**config.mk**
```make
export PLATFORM = sky130hd
export DESIGN_NAME = input_conditioner
export DESIGN_NICKNAME = d
export VERILOG_FILES = /design/src/rtl/input_conditioner_pkg.sv /design/src/rtl/debounce_channel.sv /design/src/rtl/input_conditioner.sv
export SDC_FILE = /design/constraint.sdc
export NUM_CORES = 1
export LEC_CHECK = 0
export ABC_AREA = 1
export BUFFER_PORTS_ARGS = -buffer_cell sky130_fd_sc_hd__buf_2
export CAP_MARGIN = 20
export CORE_MARGIN = 2
export CORE_UTILIZATION = 45
export DETAILED_ROUTE_END_ITERATION = 8
export PLACE_DENSITY = 0.63
export REMOVE_ABC_BUFFERS = 1
export SYNTH_ARGS = -nofsm -noshare
export SYNTH_HDL_FRONTEND = slang
export SYNTH_SLANG_ARGS = --single-unit
```
**constraint.sdc**
```tcl
create_clock -name clock -period 2.52 [get_ports clock]
set_input_delay 0.126 -clock clock [delete_from_list [all_inputs] [get_ports clock]]
set_output_delay 0.126 -clock clock [all_outputs]
set_load 0.005 [all_outputs]
```
**src/rtl/input_conditioner_pkg.sv**
```systemverilog
// Shared definitions for the input-side conditioning blocks.
//   - 2-bit state encodings for the push-button debounce FSM
//   - typedef enum built on those encodings
//   - cnt_width(): width of the debounce counter for a given cycle count
package input_conditioner_pkg;

  localparam logic [1:0] S_RELEASED     = 2'b00;
  localparam logic [1:0] S_PRESS_WAIT   = 2'b01;
  localparam logic [1:0] S_PRESSED      = 2'b10;
  localparam logic [1:0] S_RELEASE_WAIT = 2'b11;

  typedef enum logic [1:0] {
    RELEASED     = S_RELEASED,
    PRESS_WAIT   = S_PRESS_WAIT,
    PRESSED      = S_PRESSED,
    RELEASE_WAIT = S_RELEASE_WAIT
  } btn_state_e;

  // The counter only ever holds 0..n-1, so clog2(n) bits suffice; never
  // return a zero width.
  function automatic int cnt_width(input int n);
    return (n < 2) ? 1 : $clog2(n);
  endfunction

endpackage

```
**src/rtl/debounce_channel.sv**
```systemverilog
// One push-button channel: 2-flop synchronizer, 4-state debounce FSM and
// saturating stability counter.
// Ports:
//   clock   : system clock, rising edge
//   reset   : asynchronous, active-low
//   btn_i   : raw, asynchronous, bouncing button level (1 = pressed)
//   press_o : registered one-cycle pulse following a debounced press
module debounce_channel
  import input_conditioner_pkg::*;
#(
  parameter int DEBOUNCE_CYCLES = 1000000
) (
  input  logic clock,
  input  logic reset,
  input  logic btn_i,
  output logic press_o
);

  localparam int CNT_W = cnt_width(DEBOUNCE_CYCLES);
  localparam logic [CNT_W-1:0] CNT_LAST = CNT_W'(DEBOUNCE_CYCLES - 1);

  logic [1:0]       sync_q;
  btn_state_e       state_q, state_d;
  logic [CNT_W-1:0] cnt_q, cnt_d;
  logic             st_q, st_d;
  logic             press_q, press_d;
  logic             s;

  assign s       = sync_q[1];
  assign press_o = press_q;

  always_ff @(posedge clock or negedge reset) begin
    if (!reset) begin
      sync_q  <= '0;
      state_q <= RELEASED;
      cnt_q   <= '0;
      st_q    <= 1'b0;
      press_q <= 1'b0;
    end else begin
      sync_q  <= {sync_q[0], btn_i};
      state_q <= state_d;
      cnt_q   <= cnt_d;
      st_q    <= st_d;
      press_q <= press_d;
    end
  end

  // The wait states compare s against the accepted level st_q, so press and
  // release share one mirrored set of transitions.
  always_comb begin
    state_d = state_q;
    cnt_d   = cnt_q;
    st_d    = st_q;
    press_d = 1'b0;
    unique case (state_q)
      RELEASED, PRESSED: begin
        if (s != st_q) begin
          state_d = st_q ? RELEASE_WAIT : PRESS_WAIT;
          cnt_d   = CNT_W'(1);
        end else begin
          cnt_d = '0;
        end
      end
      PRESS_WAIT, RELEASE_WAIT: begin
        if (s == st_q) begin
          // bounce: fall back to the accepted level
          state_d = st_q ? PRESSED : RELEASED;
          cnt_d   = '0;
        end else if (cnt_q == CNT_LAST) begin
          state_d = st_q ? RELEASED : PRESSED;
          cnt_d   = '0;
          st_d    = ~st_q;
          press_d = ~st_q;  // only a completed press raises an event
        end else begin
          cnt_d = cnt_q + CNT_W'(1);
        end
      end
      default: begin
        state_d = RELEASED;
        cnt_d   = '0;
      end
    endcase
  end

endmodule

```
**src/rtl/input_conditioner.sv**
```systemverilog
// Conditions raw board inputs for the ALU top.
// Ports:
//   clock     : system clock, rising edge
//   reset     : asynchronous, active-low
//   i_SWs     : raw slide-switch levels (N_BITS)
//   i_buttons : raw bouncing push-button levels (N_B, 1 = pressed)
//   o_SWs     : switch levels after a 2-flop synchronizer (no debounce)
//   o_buttons : registered single-cycle press pulses, at most one bit high
module input_conditioner
  import input_conditioner_pkg::*;
#(
  parameter int N_BITS          = 6,
  parameter int N_B             = 3,
  parameter int DEBOUNCE_CYCLES = 1000000
) (
  input  logic              clock,
  input  logic              reset,
  input  logic [N_BITS-1:0] i_SWs,
  input  logic [N_B-1:0]    i_buttons,
  output logic [N_BITS-1:0] o_SWs,
  output logic [N_B-1:0]    o_buttons
);

  logic [N_BITS-1:0] sw_meta_q, sw_sync_q;
  logic [N_B-1:0]    press_raw;
  logic [N_B-1:0]    btn_q, btn_d;

  always_ff @(posedge clock or negedge reset) begin
    if (!reset) begin
      sw_meta_q <= '0;
      sw_sync_q <= '0;
    end else begin
      sw_meta_q <= i_SWs;
      sw_sync_q <= sw_meta_q;
    end
  end

  assign o_SWs = sw_sync_q;

  for (genvar k = 0; k < N_B; k++) begin : g_ch
    debounce_channel #(
      .DEBOUNCE_CYCLES(DEBOUNCE_CYCLES)
    ) u_ch (
      .clock  (clock),
      .reset  (reset),
      .btn_i  (i_buttons[k]),
      .press_o(press_raw[k])
    );
  end

  // Highest-index event wins; simultaneous lower events are dropped.
  always_comb begin
    btn_d = '0;
    for (int k = 0; k < N_B; k++) begin
      if (press_raw[k]) begin
        btn_d    = '0;
        btn_d[k] = 1'b1;
      end
    end
  end

  always_ff @(posedge clock or negedge reset) begin
    if (!reset) begin
      btn_q <= '0;
    end else begin
      btn_q <= btn_d;
    end
  end

  assign o_buttons = btn_q;

endmodule

```
==> summary.md, run 1 <==
| Metric | Value |
|---|---|
| Root Buffer | clkbuf_8 |
| Sort of element at the start of the critical path | flip-flop |
| DRT antenna net count | 0 |
| Worst-path fanout max | 15 |
| Slew Limit Headroom | 67.8% |
| Antenna diode count | 0 |
| Avg Synthesized Cell Area | 8.27 sq um |
| Ratio of cells with drive above 1 in the final layout | 14.4% |
| Drt drc | 0 |
| Final nets | 577 |
| Flop pwr share | 54.0% |
| Sum of negative setup slack | 0 ps |
| Worst path required time | 2780 ps |
| Clock latency at the later pin of the worst-skew pair | 370 ps |
| Cell-internal power | 2100 uW |
| Total detailed-routing wirelength | 8.30 mm |
| DP HPWL | 5.87 mm |
| GRT Util Overall | 17.9% |
| Top-Level Pins | 20 |
| Maximum clock insertion buffer count | 2 |
| FP Rows | 35 |
| Via count of the first global-routing pass | 3246 |
| Transition time at the pin with the least slew margin | 483 ps |
| Final routed wire length divided by cell count | 11.9 um |
| M1 wire length | 3.87 mm |
| Cts hold-fix bufs | 10 |
| Most common library cell in the layout ignoring fill and taps | nor2_1 |
| Net switching power | 673 uW |
| Std-Cell Core Area | 9330 sq um |
| Switching power as a share of total power | 24.2% |
| Shortest clock period the worst path allows after layout | 1610 ps |
| Library cells used by synthesis | 33 |
| WP data arrival | 1880 ps |
| H-tree depth | 3 |
| Hold Worst Slack | 331 ps |
| Met3 routed wirelength | 319 um |
| Post-placement cell count | 671 |
| Clock buffer count from CTS | 9 |
| Post-Syn Area | 4350 sq um |
| Detailed Routing Iterations Pass 1 | 4 |
| Kind of path behind the tightest hold check | in2async |
| Leakage dissipation | 0.00221 uW |
| Top routing layer in use | met4 |
| Area added between synthesis and finish | 13.1% |
| Part of the Yosys area used for sequential elements | 51.8% |
| Routed wl met2 | 3.96 mm |
| Via density per instance | 4.83 |
| Clock sinks | 90 |
| CTS tree | built |
| Die span in x | 102 um |
| Setup repair after global routing missed its margin | false |
| Combinational power share | 5.1% |
| Worst Clk Skew | 11.9 ps |
| Layout Cells excl Fill | 697 |
| Kind of critical path | reg2reg |
| Maximum number of pins on one net before global-route repair | 91 |
| Max-cap viol count | 0 |
| Initial antenna violation count | 0 |
| Post-cts resize count | 0 |
| Final hold violations | 0 |
| Ratio of total power to cell area | 564 nW/um^2 |
| Synthesized flop and latch total | 90 |
| Number of violations reported at the end of detailed-routing iteration 0 | 100 |
| Total die area | 10500 sq um |
| Clock-pin transition on the worst setup and hold timing paths | 100 ps |
| Max Clock Freq | 619 MHz |
| Synth warn | 0 |
| Wire length of the first global-routing pass | 14.5 mm |
| Total grt overflow | 0 |
| Setup repair bufs after CTS | 0 |
| Clock share of power | 40.9% |
| Largest vdd supply drop | 0.497 mV |
| Initial Utilization | 46.7% |
| Number of cells produced by synthesis | 526 |
| Height of the chip | 102 um |
| Status | completed |
| Final slew viol count | 0 |
| Commonest cells after routing, fill and taps aside | nor2_1 (116), nand2_1 (105), dfrtp_1 (90) |
| Final Cycle Share | 64.1% |
| Worst Setup End Kind | flip-flop |
| GPL Wtd Cong | 0.890 |
| Count of vias placed by the detailed router | 3365 |
| Buffers added on ports | 19 |
| Number of setup violations in the final report | 0 |
cell usage after synthesis, drive strengths merged:
cell	number	area share, %
nor3	32	4.5
nand2	113	10
or2	4	0.63
nor3b	2	0.34
nand3b	2	0.34
nor2	122	11
o21bai	1	0.17
dfrtp	90	52
and2	1	0.14
xor2	18	3.6
nor4	1	0.14
ha	3	0.86
o21ai	7	0.80
buf	4	0.89
nand4	10	1.4
xnor2	3	0.60
clkinv	1	0.11
and3	2	0.29
a21oi	11	1.4
inv	64	5.5
nand3	35	5.2
cell type report:
class	instances	area, sq um
clock buffer	9	124
clock inverter	7	108
fill	850	4400
inverter	65	245
multi-input combinational	367	1820
sequential	90	2250
tap	129	161
timing repair buffer	30	218
through the flow:
stage	setup WS [ps]	total power, uW	cell area [sq um]	utilization [%]
detailed placement	907	1660	4590	49.2
CTS	887	2830	4920	52.8
global route	735	2920	4920	52.8
global placement	981	1660	4590	49.2
floorplan	1140	1590	4310	-
finish	906	2780	4920	52.8
cell families (layout without fill, tap and decap cells):
| family | after synthesis | in the layout | synth area share (%) |
|---|---|---|---|
| compound gates | 19 | 19 | 2.42 |
| xor+xnor | 21 | 21 | 4.23 |
| fa+ha+maj | 3 | 3 | 0.863 |
| buf+inv | 69 | 111 | 6.53 |
| flops | 90 | 90 | 51.8 |
| simple gates | 324 | 324 | 34.2 |
worst max-delay path, stage by stage (launching register included):
cell     delay, ps
dfrtp_1        380
ha_1           170
nand2_1        100
inv_2           80
nand2_2         80
nor2_2         170
nand3_2        130
nand2_4        180
inv_2           90
nand2_1         70
nor2_1          40
sequential cells by signal, summed over array words and instances, names as in the netlist:
| signal | count |
|---|---|
| o_buttons | 3 |
| g_ch.u_ch.press_o | 3 |
| o_SWs | 6 |
| g_ch.u_ch.sync_q | 6 |
| g_ch.u_ch.st_q | 3 |
| g_ch.u_ch.cnt_q | 60 |
| sw_meta_q | 6 |
| g_ch.u_ch.state_q | 3 |
layer usage:
| layer | up-vias | track usage, % |
|---|---|---|
| li1 | 1719 | - |
| met1 | 1569 | 23.3 |
| met2 | 62 | 28.4 |
| met3 | 15 | 5.61 |
| met4 | 0 | 6.46 |
| met5 | - | 0 |
power groups by stage:
| stage | registers (uW) | clock network, uW | logic, uW |
|---|---|---|---|
| floorplan | 1520 | 0 | 68.1 |
| detailed placement | 1530 | 0 | 135 |
| global placement | 1530 | 0 | 132 |
| CTS | 1500 | 1180 | 147 |
| global route | 1500 | 1250 | 168 |
| finish | 1500 | 1140 | 142 |
final timing paths:
| kind | from | end | slack [ps] | cells after the start |
|---|---|---|---|---|
| worst max-delay path | g_ch[1].u_ch.cnt_q[0]$_DFF_PN0_ | g_ch[1].u_ch.cnt_q[3]$_DFF_PN0_ | 910 | 10 |
| worst min-delay path | reset | g_ch[0].u_ch.cnt_q[10]$_DFF_PN0_ | 330 | 3 |
| worst max register to register | g_ch[1].u_ch.cnt_q[0]$_DFF_PN0_ | g_ch[1].u_ch.cnt_q[3]$_DFF_PN0_ | 910 | 10 |
| min in group clock | g_ch[2].u_ch.sync_q[0]$_DFF_PN0_ | g_ch[2].u_ch.sync_q[1]$_DFF_PN0_ | 350 | 0 |
| worst min register to register | g_ch[2].u_ch.sync_q[0]$_DFF_PN0_ | g_ch[2].u_ch.sync_q[1]$_DFF_PN0_ | 350 | 0 |
| max in group asynchronous | reset | g_ch[2].u_ch.state_q[0]$_DFFE_PN0P_ | 1810 | 3 |
No activity file was read; power rests on OpenSTA's default activity.
==> inputs of run 2 (changes only) <==
==> constraint.sdc (replaced) <==
create_clock -name clock -period 1.62 [get_ports clock]
set_input_delay 0.081 -clock clock [delete_from_list [all_inputs] [get_ports clock]]
set_output_delay 0.081 -clock clock [all_outputs]
set_load 0.005 [all_outputs]
==> summary.md, run 2 (synthesized netlist as in run 1, its figures left out) <==
| Metric | Value |
|---|---|
| Largest register by flop count | g_ch.u_ch.cnt_q |
| Leakage dissipation | 0.00234 uW (+6.3%) |
| Max Clock Freq | 666 MHz (+7.5%) |
| Final routed wire length divided by cell count | 12.0 um (+1.0%) |
| CTS tree | built |
| FP Rows | 35 (unchanged) |
| Die span in x | 102 um (unchanged) |
| Kind of critical path | reg2reg |
| Clock latency at the later pin of the worst-skew pair | 360 ps (about the same) |
| Worst r2r src | g_ch[2].u_ch.cnt_q[0]$_DFF_PN0_ |
| WP data arrival | 1740 ps (-140 ps) |
| Number of setup violations in the final report | 0 (unchanged) |
| Maximum clock insertion buffer count | 2 (unchanged) |
| Most common library cell in the layout ignoring fill and taps | nor2_1 |
| Number of violations reported at the end of detailed-routing iteration 0 | 173 (+73%) |
| GRT Util Overall | 18.6% (+0.71 points) |
| Slew Limit Headroom | 71.6% (+3.8 points) |
| Ratio of total power to cell area | 928 nW/um^2 (+65%) |
| Root Buffer | clkbuf_8 |
| Final hold violations | 0 (unchanged) |
| DP HPWL | 6.08 mm (+3.6%) |
| Total detailed-routing wirelength | 8.56 mm (+3.1%) |
| Antenna diode count | 0 (unchanged) |
| Post-Place Setup Slack | 30.4 ps (-876 ps) |
| Kind of path behind the tightest hold check | in2async |
| Status | completed |
| Transition time at the pin with the least slew margin | 426 ps (-56.7 ps) |
| Maximum number of pins on one net before global-route repair | 33 (-64%) |
| Number of flip-flops under the largest register name | 60 (unchanged) |
| Height of the chip | 102 um (unchanged) |
| Final Cycle Share | 92.7% (+29 points) |
| Final nets | 591 (+2.4%) |
| Total die area | 10500 sq um (unchanged) |
| Overall power after layout | 4790 uW (+73%) |
| Count of vias placed by the detailed router | 3419 (+1.6%) |
| Sort of element at the start of the critical path | flip-flop |
| Worst path required time | 1850 ps (-930 ps) |
| H-tree depth | 3 (unchanged) |
| Largest vdd supply drop | 0.654 mV (+32%) |
| Wire length of the first global-routing pass | 15.2 mm (+4.8%) |
| Initial Utilization | 46.7% (unchanged) |
| Max-cap viol count | 0 (unchanged) |
| Final worst-path setup slack | 118 ps (-788 ps) |
| Worst Setup End Kind | flip-flop |
| Worst-path fanout max | 4 (-11) |
| GPL Wtd Cong | 0.879 (-1.3%) |
| Detailed Routing Iterations Pass 1 | 4 (unchanged) |
| Setup repair after global routing missed its margin | true |
| Timing startpoint of the critical path | g_ch[2].u_ch.cnt_q[0]$_DFF_PN0_ |
| Shortest clock period the worst path allows after layout | 1500 ps (-112 ps) |
| Clock buffer count from CTS | 9 (unchanged) |
| Via count of the first global-routing pass | 3341 (+2.9%) |
| Buffers added on ports | 19 (unchanged) |
| Std-Cell Core Area | 9330 sq um (unchanged) |
| Fillers | 841 (-1.1%) |
| Via density per instance | 4.81 (-0.40%) |
| Ratio of cells with drive above 1 in the final layout | 17.2% (+2.7 points) |
| Top-Level Pins | 20 (unchanged) |
| Total grt overflow | 0 (unchanged) |
| Initial antenna violation count | 0 (unchanged) |
| Drt drc | 0 (unchanged) |
| Setup slack, reg-to-reg | 120 ps (-790 ps) |
| Area added between synthesis and finish | 18.7% |
| Clock-pin transition on the worst setup and hold timing paths | 100 ps (about the same) |
| Commonest cells after routing, fill and taps aside | nor2_1 (115), nand2_1 (104), dfrtp_1 (90) |
| Final slew viol count | 0 (unchanged) |
| DRT antenna net count | 0 (unchanged) |
| Clock sinks | 90 (unchanged) |
| Worst Clk Skew | 12.6 ps (+0.681 ps) |
run 2: changes by cell type in the layout (fill, tap and decap cells not counted), moves of 2 or more:
cell,change
buf_4,+11
bufinv_16,+3
inv_6,-2
nor2_4,+2
run 2: path summary, 6_finish.rpt:
kind	to	depth (start not counted)
min reg2reg	o_SWs[1]$_DFF_PN0_	0
min	g_ch[1].u_ch.cnt_q[18]$_DFF_PN0_	2
max reg2reg	g_ch[2].u_ch.press_o$_DFF_PN0_	7
min in group clock	o_SWs[1]$_DFF_PN0_	0
max	g_ch[2].u_ch.press_o$_DFF_PN0_	7
max in group asynchronous	g_ch[2].u_ch.cnt_q[9]$_DFF_PN0_	3
run 2: critical path, cell delays in order (launching register included):
cell and delay (ps):
dfrtp_1 400, ha_1 210, nand2_1 80, inv_2 70
nand2_2 80, nor2_1 150, nand4_1 110, nor3_1 300
run 2: layout make-up:
class	count	area, sq um	share of cell area, %
Sequential cell	90	2250	43.6
Multi-Input combinational cell	368	1880	36.3
Timing Repair Buffer	43	332	6.42
Inverter	65	248	4.80
Clock inverter	7	173	3.34
Tap cell	129	161	3.12
Clock buffer	9	124	2.40
run 2: what timing repair did:
action	CTS	global route
resized for setup	0	12
endpoints found under the setup margin	0	15
hold endpoints to repair	55	0
hold buffers	10	0
setup buffers	0	7
run 2: metrics by stage:
stage	hold WS [ps]	TNS, ps	util [%]	std cells	cell area (sq um)
2_1_floorplan	-215	0	-	522	4310
3_3_place_gp	55.4	0	49.8	677	4650
3_5_place_dp	53.1	0	49.8	677	4650
4_1_cts	195	0	54.1	703	5050
5_1_grt	220	-31.8	55.4	711	5170
6_report	206	0	55.4	711	5170
run 2: routing by layer:
| metal | vias to the layer above | track usage (%) | routed length, um |
|---|---|---|---|
| met2 | 60 | 30.1 | 4050 |
| li1 | 1755 | - | - |
| met4 | 0 | 5.44 | 106 |
| met3 | 9 | 4.79 | 355 |
| met1 | 1595 | 25.0 | 4040 |
| met5 | - | 0 | 0 |
run 2: power breakdown:
group,internal (uW),switching [uW]
Combinational,108,162
Clock,1360,835
Sequential,2300,34.5
Total,3760,1030
